## src/rtl/trace_dispatch_if.sv

```systemverilog
// Trace-record intake and cache command bundle for trace_dispatch.
// master = trace reader + cache side, slave = the dispatcher.
interface trace_dispatch_if #(
  parameter int I_SIZE = 32
) ();
  // Intake: a record transfers on a rising edge where in_valid && in_ready.
  // in_command/in_address must be stable while in_valid is high.
  // Cache: command/instruction are held while cmd_valid is high; the command
  // completes on the edge where cmd_valid && cmd_ack, with hit/miss valid then.
  logic              in_valid;
  logic              in_ready;
  logic [3:0]        in_command;
  logic [I_SIZE-1:0] in_address;
  logic              cmd_valid;
  logic              cmd_ack;
  logic [3:0]        command;
  logic [I_SIZE-1:0] instruction;
  logic              hit;
  logic              miss;

  modport master (
    output in_valid, in_command, in_address, cmd_ack, hit, miss,
    input  in_ready, cmd_valid, command, instruction
  );

  modport slave (
    input  in_valid, in_command, in_address, cmd_ack, hit, miss,
    output in_ready, cmd_valid, command, instruction
  );
endinterface

```

## src/rtl/trace_dispatch.sv

```systemverilog
// Buffers trace records, issues them to the cache, handles clear/print locally
// and keeps hit/miss statistics. Define ACK_TIMEOUT_EN to add an ack watchdog.
module trace_dispatch #(
  parameter int I_SIZE     = 32,
  parameter int FIFO_DEPTH = 8,
  parameter int CNT_W      = 32,
  parameter int TIMEOUT    = 64
) (
  input  logic              clk,
  input  logic              rst_n,
  trace_dispatch_if.slave   bus,
  output logic              clear_req,
  output logic              print_req,
  output logic              busy,
  output logic [CNT_W-1:0]  read_count,
  output logic [CNT_W-1:0]  write_count,
  output logic [CNT_W-1:0]  hit_count,
  output logic [CNT_W-1:0]  miss_count,
  output logic [CNT_W-1:0]  err_count,
  output logic [1:0]        dbg_state_o
);

  localparam int AW = $clog2(FIFO_DEPTH);
  localparam int RW = 4 + I_SIZE;

  typedef enum logic [1:0] {S_IDLE, S_ISSUE, S_CLEAR, S_PRINT} state_t;

  state_t            state_q, state_d;
  logic [RW-1:0]     mem_q [FIFO_DEPTH];
  logic [AW:0]       wr_ptr_q, rd_ptr_q;
  logic              full, empty, push, pop;
  logic [RW-1:0]     head;
  logic [3:0]        head_cmd;
  logic [3:0]        cmd_q, cmd_d;
  logic [I_SIZE-1:0] ins_q, ins_d;
  logic              rd_inc, wr_inc, hit_inc, miss_inc, err_inc, cnt_clr;
  logic              ack_seen;
  logic [CNT_W-1:0]  read_q, write_q, hit_q, miss_q, err_q;
  logic [CNT_W-1:0]  read_d, write_d, hit_d, miss_d, err_d;

  // Extra pointer bit distinguishes full from empty when the indices match.
  assign full     = (wr_ptr_q[AW] != rd_ptr_q[AW]) &&
                    (wr_ptr_q[AW-1:0] == rd_ptr_q[AW-1:0]);
  assign empty    = (wr_ptr_q == rd_ptr_q);
  assign push     = bus.in_valid && !full;
  assign head     = mem_q[rd_ptr_q[AW-1:0]];
  assign head_cmd = head[RW-1:I_SIZE];
  assign ack_seen = (state_q == S_ISSUE) && bus.cmd_ack;

  always_ff @(posedge clk) begin
    if (push) mem_q[wr_ptr_q[AW-1:0]] <= {bus.in_command, bus.in_address};
  end

  always_ff @(posedge clk or negedge rst_n) begin
    if (!rst_n) begin
      wr_ptr_q <= '0;
      rd_ptr_q <= '0;
    end else begin
      if (push) wr_ptr_q <= wr_ptr_q + (AW+1)'(1);
      if (pop)  rd_ptr_q <= rd_ptr_q + (AW+1)'(1);
    end
  end

`ifdef ACK_TIMEOUT_EN
  localparam int TW = $clog2(TIMEOUT + 1);
  logic [TW-1:0] tmo_q, tmo_d;
  logic          tmo_hit;

  assign tmo_hit = (state_q == S_ISSUE) && !bus.cmd_ack && (tmo_q == TW'(TIMEOUT - 1));
  assign tmo_d   = (state_q == S_ISSUE && !bus.cmd_ack && !tmo_hit) ? tmo_q + TW'(1) : '0;

  always_ff @(posedge clk or negedge rst_n) begin
    if (!rst_n) tmo_q <= '0;
    else        tmo_q <= tmo_d;
  end
`else
  logic tmo_hit;
  assign tmo_hit = 1'b0;
`endif

  always_comb begin
    state_d  = state_q;
    pop      = 1'b0;
    cmd_d    = cmd_q;
    ins_d    = ins_q;
    rd_inc   = 1'b0;
    wr_inc   = 1'b0;
    hit_inc  = 1'b0;
    miss_inc = 1'b0;
    err_inc  = 1'b0;
    cnt_clr  = 1'b0;
    case (state_q)
      S_IDLE: begin
        if (!empty) begin
          pop   = 1'b1;
          cmd_d = head_cmd;
          ins_d = head[I_SIZE-1:0];
          if (head_cmd <= 4'd6)      state_d = S_ISSUE;
          else if (head_cmd == 4'd8) state_d = S_CLEAR;
          else if (head_cmd == 4'd9) state_d = S_PRINT;
          else                       err_inc = 1'b1;
        end
      end
      S_ISSUE: begin
        if (ack_seen) begin
          state_d = S_IDLE;
          rd_inc  = (cmd_q == 4'd0) || (cmd_q == 4'd2);
          wr_inc  = (cmd_q == 4'd1);
          // Snoop codes 3-6 complete without touching the statistics.
          if (cmd_q <= 4'd2) begin
            if (bus.miss)     miss_inc = 1'b1;
            else if (bus.hit) hit_inc  = 1'b1;
            err_inc = (bus.hit && bus.miss) || (!bus.hit && !bus.miss);
          end
        end else if (tmo_hit) begin
          state_d = S_IDLE;
          err_inc = 1'b1;
        end
      end
      S_CLEAR: begin
        cnt_clr = 1'b1;
        state_d = S_IDLE;
      end
      S_PRINT: state_d = S_IDLE;
      default: state_d = S_IDLE;
    endcase
  end

  function automatic logic [CNT_W-1:0] sat_inc(input logic [CNT_W-1:0] v, input logic en);
    return (en && (v != '1)) ? v + CNT_W'(1) : v;
  endfunction

  always_comb begin
    read_d  = cnt_clr ? '0 : sat_inc(read_q,  rd_inc);
    write_d = cnt_clr ? '0 : sat_inc(write_q, wr_inc);
    hit_d   = cnt_clr ? '0 : sat_inc(hit_q,   hit_inc);
    miss_d  = cnt_clr ? '0 : sat_inc(miss_q,  miss_inc);
    err_d   = sat_inc(err_q, err_inc);
  end

  always_ff @(posedge clk or negedge rst_n) begin
    if (!rst_n) begin
      state_q <= S_IDLE;
      cmd_q   <= '0;
      ins_q   <= '0;
      read_q  <= '0;
      write_q <= '0;
      hit_q   <= '0;
      miss_q  <= '0;
      err_q   <= '0;
    end else begin
      state_q <= state_d;
      cmd_q   <= cmd_d;
      ins_q   <= ins_d;
      read_q  <= read_d;
      write_q <= write_d;
      hit_q   <= hit_d;
      miss_q  <= miss_d;
      err_q   <= err_d;
    end
  end

  assign bus.in_ready    = !full;
  assign bus.cmd_valid   = (state_q == S_ISSUE);
  assign bus.command     = cmd_q;
  assign bus.instruction = ins_q;
  assign clear_req       = (state_q == S_CLEAR);
  assign print_req       = (state_q == S_PRINT);
  assign busy            = !empty || (state_q != S_IDLE);
  assign read_count      = read_q;
  assign write_count     = write_q;
  assign hit_count       = hit_q;
  assign miss_count      = miss_q;
  assign err_count       = err_q;
  assign dbg_state_o     = state_q;

endmodule
```

## src/flat_wrapper.sv

```systemverilog
// flat-port wrapper written by rule: the top's interface ports become plain ports
module trace_dispatch_flat 
#(
  parameter int I_SIZE     = 32,
  parameter int FIFO_DEPTH = 8,
  parameter int CNT_W      = 32,
  parameter int TIMEOUT    = 64
)
  (clk, rst_n, clear_req, print_req, busy, read_count, write_count, hit_count, miss_count, err_count, dbg_state_o, bus_in_valid, bus_in_command, bus_in_address, bus_cmd_ack, bus_hit, bus_miss, bus_in_ready, bus_cmd_valid, bus_command, bus_instruction);
  trace_dispatch_if #(.I_SIZE(I_SIZE)) bus_i ();
  input  logic clk;
  input  logic rst_n;
  output logic clear_req;
  output logic print_req;
  output logic busy;
  output logic [CNT_W-1:0] read_count;
  output logic [CNT_W-1:0] write_count;
  output logic [CNT_W-1:0] hit_count;
  output logic [CNT_W-1:0] miss_count;
  output logic [CNT_W-1:0] err_count;
  output logic [1:0] dbg_state_o;
  input wire logic [$bits(bus_i.in_valid)-1:0] bus_in_valid;
  input wire logic [$bits(bus_i.in_command)-1:0] bus_in_command;
  input wire logic [$bits(bus_i.in_address)-1:0] bus_in_address;
  input wire logic [$bits(bus_i.cmd_ack)-1:0] bus_cmd_ack;
  input wire logic [$bits(bus_i.hit)-1:0] bus_hit;
  input wire logic [$bits(bus_i.miss)-1:0] bus_miss;
  output wire logic [$bits(bus_i.in_ready)-1:0] bus_in_ready;
  output wire logic [$bits(bus_i.cmd_valid)-1:0] bus_cmd_valid;
  output wire logic [$bits(bus_i.command)-1:0] bus_command;
  output wire logic [$bits(bus_i.instruction)-1:0] bus_instruction;
  assign bus_i.in_valid = bus_in_valid;
  assign bus_i.in_command = bus_in_command;
  assign bus_i.in_address = bus_in_address;
  assign bus_i.cmd_ack = bus_cmd_ack;
  assign bus_i.hit = bus_hit;
  assign bus_i.miss = bus_miss;
  assign bus_in_ready = bus_i.in_ready;
  assign bus_cmd_valid = bus_i.cmd_valid;
  assign bus_command = bus_i.command;
  assign bus_instruction = bus_i.instruction;
  trace_dispatch #(.I_SIZE(I_SIZE), .FIFO_DEPTH(FIFO_DEPTH), .CNT_W(CNT_W), .TIMEOUT(TIMEOUT)) u_core (.clk(clk), .rst_n(rst_n), .bus(bus_i), .clear_req(clear_req), .print_req(print_req), .busy(busy), .read_count(read_count), .write_count(write_count), .hit_count(hit_count), .miss_count(miss_count), .err_count(err_count), .dbg_state_o(dbg_state_o));
endmodule
```

## config.mk

```make
export PLATFORM = sky130hd
export DESIGN_NAME = trace_dispatch_flat
export DESIGN_NICKNAME = d
export VERILOG_FILES = /design/src/rtl/trace_dispatch_if.sv /design/src/rtl/trace_dispatch.sv /design/src/flat_wrapper.sv
export SDC_FILE = /design/constraint.sdc
export NUM_CORES = 1
export LEC_CHECK = 0
export ABC_AREA = 1
export CAP_MARGIN = 0
export CORE_ASPECT_RATIO = 1.75
export CORE_MARGIN = 2
export CORE_UTILIZATION = 28
export DETAILED_ROUTE_END_ITERATION = 10
export PLACE_DENSITY = 0.42
export SETUP_SLACK_MARGIN = 0.02
export SYNTH_ARGS = -nofsm -noshare
export SYNTH_HDL_FRONTEND = slang
export SYNTH_SLANG_ARGS = --single-unit
```

## constraint.sdc

```tcl
create_clock -name clk -period 4.3 [get_ports clk]
set_input_delay 1.29 -clock clk [delete_from_list [all_inputs] [get_ports clk]]
set_output_delay 1.29 -clock clk [all_outputs]
set_load 0.005 [all_outputs]
```

After elaboration in Yosys (flattened, before gate mapping)

Memories as Yosys holds them, arrays and structs flattened.
Index checks and enable logic that the tools add are counted.

Magnitude comparators: 2
Reductions and logical operators: 27
Add/sub/neg operators: 7
Muxes and demuxes: 39
Shift-type cells: 0
Equality and inequality tests: 18
Div/mod/pow operators: 0
$mul: 0
Bitwise gates (word level): 1

Operators by type and width:

| kind                  | count |
|---|---|
| $mux 32               | 8 |
| $add 32x1->32 const B | 5 |
| $ne 32x32->1 const B  | 5 |
| $mux 1                | 24 |
| $logic_and 1x1->1     | 10 |
| $mux 2                | 5 |
| $reduce_bool 2->1     | 5 |
| $add 4x1->4 const B   | 2 |
| $eq 4x4->1 const B    | 2 |
| $pmux 2 s3            | 1 |
| $eq 2x2->1 const B    | 2 |
| $eq 4x1->1 const B    | 1 |
| $eq 4x2->1 const B    | 1 |
| $eq 4x4->1            | 1 |
| $le 4x2->1 const B    | 1 |
| $le 4x3->1 const B    | 1 |
| $logic_not 1->1       | 4 |
| $logic_not 4->1       | 1 |
| $ne 4x1->1 const B    | 1 |
| $eq 3x3->1            | 1 |
| $logic_or 1x1->1      | 3 |
| $reduce_and 3->1      | 1 |
| $eq 2x1->1 const B    | 1 |
| $logic_not 2->1       | 1 |
| other kinds (7)       | 7 |

Register bits after elaboration: 206
Output and inout bits: 203
ROM bits: 0
Bits of input ports: 42
Memories: 1
RAM bits: 288
Logic and storage cells: 105
Bits in latches: 0

Memories:

| memory       | words | width | rd ports | clocked after memory_dff | write ports | line                 | RTL |
|---|---|---|---|---|---|---|---|
| u_core.mem_q | 8     | 36    | 1        | 0                        | 1           | trace_dispatch.sv:29 | `logic [RW-1:0] mem_q [FIFO_DEPTH];` |

Logic depth before layout (Yosys ltp)

Gate-level depths: netlist of the first run.

Depth after elaboration: 8
Gate-level depth with buffers: 15
Mapped depth without buffers: 13

Worst setup path after synthesis of the first run

No wires, ideal clock.

Path kind: input -> register
From: in bus_in_valid
To: mem u_core.mem_q[0][0] (netlist name), enable pin
Arrival: 3.200 ns
Library setup time: 0.429 ns
Cell stages on the path: 3
Path buffers: 0
Data required time: 3.871 ns
Slack: 0.670 ns
Cell sequence: nand2_1 or2_2 nor2_1

Cells in the longest elaborated chain, start to end: 3

RTL lines:

| item                         | line                 | RTL |
|---|---|---|
| from (decl)                  | flat_wrapper.sv:22   | `input wire logic [$bits(bus_i.in_valid)-1:0] bus_in_valid;` |
| $logic_and 1x1->1            | trace_dispatch.sv:45 | `assign push = bus.in_valid && !full;` |
| $mux 1                       | trace_dispatch.sv:51 | `if (push) mem_q[wr_ptr_q[AW-1:0]] <= {bus.in_command, bus.in_address};` |
| $mux 1 (not written as such) | trace_dispatch.sv:51 |  |
| to (decl)                    | trace_dispatch.sv:29 |  |

Every way passes these cells.

Worst setup path after layout of the first run

From: reg u_core.rd_ptr_q[1]
To: out busy

Cells in the longest elaborated chain, start to end: 3

RTL lines:

| item                   | line                  | RTL |
|---|---|---|
| from (decl)            | trace_dispatch.sv:30  | `logic [AW:0] wr_ptr_q, rd_ptr_q;` |
| from (signal assigned) | trace_dispatch.sv:60  | `if (pop) rd_ptr_q <= rd_ptr_q + (AW+1)'(1);` |
| $eq 4x4->1             | trace_dispatch.sv:44  | `assign empty = (wr_ptr_q == rd_ptr_q);` |
| $logic_not 1->1        | n/a                   |  |
| $logic_or 1x1->1       | trace_dispatch.sv:169 | `assign busy = !empty \|\| (state_q != S_IDLE);` |
| to (decl)              | flat_wrapper.sv:15    | `output logic busy;` |

Every way passes these cells.

==> impl_metrics.json, run 1 <==
{
  "status": "finished clean",
  "avgSynthCellArea_um2": 9.50,
  "fmax_mhz": 262,
  "min_period_over_period": 0.888,
  "fin_skew_ns": 0.0221,
  "routabilityCongestion": 0.934,
  "pre_cts_slack_ns": 0.761,
  "track_usage": 0.179,
  "relSlewSlack": 0.277,
  "cts_made_buffers": 53,
  "setup_viol": 0,
  "instances_no_fill": 3765,
  "drcViolationCount": 0,
  "n_fill_cell": 8368,
  "netlist_instances": 2427,
  "power_mw": 15.9,
  "ctsRootBufferMaster": "clkbuf_16",
  "fin_tns_setup_ns": 0,
  "multi_input_area_um2": 8210,
  "p_per_area_nw_per_um2": 558,
  "die_area_um2": 84800,
  "route.met2.wl_um": 40200,
  "wl_um": 77000,
  "finish.instance_area_um2": 28500,
  "worst_path_most_repeated_cell": "nand2_1",
  "synth_fp_nets": 2477,
  "synth_cell_types": 43,
  "dpl.cell_count": 3667,
  "fin_util": 0.349,
  "peakVddDrop_v": 0.000384,
  "htreeDepth": 2,
  "io_pins": 245,
  "slowest_stage": "clkdlybuf4s50_1",
  "clk_latency_ns": 0.62,
  "vias_per_cell": 4.89,
  "final_hold_viol_count": 0,
  "crit_fanout": 19,
  "postSynthRegisterBits": 494,
  "yosysWarnings": 0,
  "synth_top_area_share": 0.375,
  "cts.path.max_buffers": 3,
  "nNetsFinal": 2715,
  "row_count": 139,
  "cp.arrival_ns": 2.53,
  "syn_area_um2": 23100,
  "setup_ws_ns": 0.483,
  "maxCapViolations": 0,
  "rsz0062_at_grt": "false",
  "postCtsResizedCells": 0,
  "first_iter_violations": 1144,
  "antenna_found_initial": 4,
  "vias": 18400,
  "worstMarginPinSlew_ns": 1.08,
  "r2r_slack_ns": 1.38,
  "start_kind": "flop",
  "crit_chain": "inv_2, nand2_1, a21oi_1, nand2_1, nor2_1, nand2_1, clkdlybuf4s50_1",
  "hpwl_um": 53800,
  "post_drt_wl_per_cell_um": 20.4,
  "grt_pass1_vias": 18894,
  "leakagePower_nw": 10.5,
  "wl_met3_um": 4070,
  "core_um2": 81700,
  "hold_path.class": "flop to flop",
  "dpl_cell_area_um2": 26700,
  "drive_gt1_frac": 0.0595,
  "dieHeight_um": 384,
  "wl_met1_um": 29900,
  "highest_layer": "met5",
  "crit_type": "flop to output pin",
  "yosys.area.top_type": "edfxtp_1",
  "clkTransAtPathRegs_ns": 0.06,
  "globalRouteOverflowTotal": 0,
  "seqCellArea_um2": 13800,
  "cp.required_ns": 3.01,
  "antenna_left": 0,
  "area_growth_pct": 23.6,
  "synth_seq_area_share": 0.599,
  "grt_start_max_net_pins": 86,
  "cts_tree": "yes",
  "worstSetupEndpointType": "output pin",
  "post_cts_buffers": 0,
  "ys_top_cells_by_area": "edfxtp_1, dfrtp_1, nand2_1",
  "port_buffers": 244,
  "cts-hold-fix-buffers": 0,
  "drv_slew": 0,
  "cpPeakStageDelay_ns": 0.53,
  "die_x_um": 221,
  "grt_first_pass_wirelength_um": 116000,
  "final_common_cell": "nand2_1",
  "final_cell_mix": "nand2_1, edfxtp_1, clkdlybuf4s50_1",
  "cts_sinks": 494,
  "start_util": 0.282,
  "period_minus_slack_ns": 3.82,
  "first_pass_iters": 5,
  "n_antenna_cell": 0,
  "hold_ws_ns": 0.489
}
-- metal layers --
layer | up-vias | global-route usage
li1 | 8767 | -
met1 | 8966 | 0.198
met2 | 514 | 0.334
met3 | 145 | 0.0367
met4 | 8 | 0.0671
met5 | - | 0
-- sequential cells by signal, indices dropped and copies added, names as in the netlist --
name                    flops
u_core.bus.command          4
u_core.wr_ptr_q             4
u_core.bus.instruction     32
u_core.miss_count          32
u_core.mem_q              288
u_core.err_count           32
u_core.read_count          32
u_core.hit_count           32
u_core.write_count         32
u_core.rd_ptr_q             4
u_core.dbg_state_o          2
-- power by group --
group	total, mW	switching, mW	internal (mW)
clock	4.64	2.01	2.63
combinational	4.90	3.28	1.62
sequential	6.36	0.501	5.85
total	15.9	5.79	10.1
-- critical path, delay by kind of cell, from the launching register on --
family | cells | cell delay, ns
buffers and inverters | 2 | 0.82
flip-flops | 1 | 0.43
AND/OR/NAND/NOR | 4 | 0.46
AO/OA/AOI/OAI | 1 | 0.21
-- logic make-up (layout without fill, tap and decap cells) --
kind of cell | Yosys count | after routing | synth area share
compound gates | 278 | 278 | 0.0705
mux | 27 | 27 | 0.0117
flops | 494 | 494 | 0.599
xor+xnor | 82 | 82 | 0.0311
fa+ha+maj | 8 | 8 | 0.00434
buf+inv | 271 | 552 | 0.0483
simple gates | 1267 | 1267 | 0.235
-- final timing paths --
path	startpoint	to	cells past startpoint
worst min-delay path	u_core.bus.instruction[4]	u_core.bus.instruction[4]	2
worst max-delay path	u_core.rd_ptr_q[1]	busy	7
worst min register to register	u_core.bus.instruction[4]	u_core.bus.instruction[4]	2
max in group asynchronous	rst_n	u_core.rd_ptr_q[0]	2
worst max register to register	u_core.err_count[1]	u_core.err_count[20]	11
min in group asynchronous	rst_n	u_core.hit_count[24]	1
-- cells in the mapped netlist --
cell       number
buf_4          11
buf_2          21
nor3_2          4
a21boi_0        1
and2_1          2
nor2_4          3
nor2_2          3
edfxtp_1      288
buf_6           4
o21ai_0       149
a22o_1          2
a2bb2oi_1       1
nand3_2         2
o31ai_1        32
o21bai_1        2
nor3_1         82
o22ai_1        10
nand2_2         5
xnor2_1        19
xor2_1         63
inv_2           8
a211oi_1        1
clkbuf_1       50
mux2i_1        27
nor4_1         15
o21ai_1        17
nand2_4         1
o221ai_1       27
or2_2           2
nor3b_1         5
a31oi_1         5
nor2_1        250
nand4_1        62
nand3b_1        6
buf_1           6
a21boi_2        2
dfrtp_1       206
nand2_1       637
a21oi_1        29
and3_1          3
nand3_1       185
inv_1         171
ha_1            8
-- layout make-up --
class / count / share of cell area
Tap cell: 1057 / 0.0464
Multi-Input combinational cell: 1662 / 0.288
Clock inverter: 21 / 0.00755
Timing Repair Buffer: 275 / 0.0958
Inverter: 179 / 0.0236
Clock buffer: 77 / 0.0543
Sequential cell: 494 / 0.484
Note: power is estimated with default switching activity, not from simulation.
==> run 2, diff against run 1 <==
--- a/config.mk
+++ b/config.mk
@@ -6,7 +6,7 @@
 export NUM_CORES = 1
 export LEC_CHECK = 0
 export ABC_AREA = 1
-export CAP_MARGIN = 0
+export CAP_MARGIN = 20
 export CORE_ASPECT_RATIO = 1.75
 export CORE_MARGIN = 2
 export CORE_UTILIZATION = 28
==> run 2 against run 1 <==
Power increased by 0.14%. Non-clock buffer count increased by 1. Count of clock-buffer cells in the layout unchanged. First-iteration DRC count up 4.9%. Critical path type unchanged. Critical path depth did not move. Critical endpoint unchanged. Worst setup slack gained 0.010 ns. Largest power group unchanged. Maximum frequency up 0.27%. Sequential share of layout area hardly changed. Sequential cell count stayed put.
==> impl_metrics.json, run 2 (same netlist as run 1, synthesis figures left out) <==
{
  "pre_cts_slack_ns": 0.761,
  "worstMarginPinSlew_ns": 1.08,
  "n_fill_cell": 8363,
  "final_common_cell": "nand2_1",
  "nNetsFinal": 2716,
  "core_um2": 81700,
  "power_mw": 15.9,
  "cts-hold-fix-buffers": 0,
  "r2r_slack_ns": 1.37,
  "row_count": 139,
  "start_util": 0.282,
  "largest_reg_flops": 288,
  "hpwl_um": 53800,
  "antenna_found_initial": 4,
  "io_pins": 245,
  "wl_met1_um": 30100,
  "first_pass_iters": 5,
  "route.met2.wl_um": 40300,
  "status": "finished clean",
  "worstSetupEndpointType": "output pin",
  "final_hold_viol_count": 0,
  "drive_gt1_frac": 0.0598,
  "fin_skew_ns": 0.0234,
  "cts_tree": "yes",
  "cp.arrival_ns": 2.52,
  "reg2regPathDepth": 11,
  "area_growth_pct": 23.7,
  "post_cts_buffers": 0,
  "setup_viol": 0,
  "post_drt_wl_per_cell_um": 20.4,
  "hold_path.class": "flop to flop",
  "crit_fanout": 19,
  "final_cell_mix": "nand2_1, edfxtp_1, clkdlybuf4s50_1",
  "grt_first_pass_wirelength_um": 116000,
  "rsz0062_at_grt": "false",
  "drcViolationCount": 0,
  "crit_type": "flop to output pin",
  "leakagePower_nw": 10.5,
  "wl_met3_um": 3750,
  "routabilityCongestion": 0.934,
  "drv_slew": 0,
  "fin_tns_setup_ns": 0,
  "first_iter_violations": 1200,
  "hold_depth": 2,
  "grt_start_max_net_pins": 86,
  "globalRouteOverflowTotal": 0,
  "relSlewSlack": 0.280,
  "hold_ws_ns": 0.489,
  "period_minus_slack_ns": 3.81,
  "highest_layer": "met5",
  "cts_sinks": 494,
  "cts.path.max_buffers": 3,
  "fmax_mhz": 263,
  "htreeDepth": 2,
  "dieHeight_um": 384,
  "setup_ws_ns": 0.494,
  "port_buffers": 244,
  "vias": 18414,
  "p_per_area_nw_per_um2": 558,
  "min_period_over_period": 0.885,
  "start_kind": "flop",
  "antenna_left": 0,
  "maxCapViolations": 0,
  "grt_pass1_vias": 18894,
  "clkTransAtPathRegs_ns": 0.06,
  "cp.required_ns": 3.01,
  "die_area_um2": 84800,
  "n_antenna_cell": 0,
  "vias_per_cell": 4.89,
  "peakVddDrop_v": 0.000384,
  "die_x_um": 221,
  "postCtsResizedCells": 0,
  "cts_made_buffers": 53,
  "clk_latency_ns": 0.62,
  "wl_um": 77000,
  "ctsRootBufferMaster": "clkbuf_16",
  "track_usage": 0.179
}
[run 2: cell types whose count changed in the layout (fill, tap and decap cells not counted)]
cell,delta
buf_12,+1
[run 2: layer usage]
layer | global-route usage | vias up
met5 | 0 | -
met2 | 0.334 | 477
met1 | 0.198 | 9019
met3 | 0.0367 | 148
met4 | 0.0671 | 8
li1 | - | 8762
[run 2: final timing paths]
kind | from | to
max | u_core.rd_ptr_q[1] | busy
max in group asynchronous | rst_n | u_core.rd_ptr_q[0]
min in group asynchronous | rst_n | u_core.hit_count[24]
min reg2reg | u_core.bus.instruction[4] | u_core.bus.instruction[4]
min | u_core.bus.instruction[4] | u_core.bus.instruction[4]
max reg2reg | u_core.err_count[1] | u_core.err_count[20]
[run 2: area by class of cell]
cell class,count,area (um^2),share of cell area
inverters,179,673,0.0236
repair buffers,276,2750,0.0964
well taps,1057,1320,0.0464
flip-flops and latches,494,13800,0.484
clock buffers,77,1550,0.0542
clock inverters,21,215,0.00754
multi-input cells,1662,8210,0.288
[run 2: critical path: stages, from the launching register on]
cell	delay [ns]
dfrtp_2	0.43
inv_2	0.28
nand2_1	0.09
a21oi_1	0.20
nand2_1	0.07
nor2_1	0.17
nand2_1	0.13
clkdlybuf4s50_1	0.53
[run 2: metrics by stage]
stage / utilization / cell area [um^2] / instances
detailed placement: 0.327 / 26700 / 3667
finish: 0.349 / 28500 / 3766
CTS: 0.349 / 28500 / 3765
global route: 0.349 / 28500 / 3766
global placement: 0.327 / 26700 / 3667
floorplan: - / 23100 / 2427
[run 2: power by group]
| part | switching (mW) | internal, mW | leakage, nW |
|---|---|---|---|
| registers | 0.498 | 5.85 | 5.39 |
| clock network | 2.01 | 2.63 | 0.856 |
| logic | 3.28 | 1.65 | 4.31 |
| total | 5.79 | 10.1 | 10.5 |
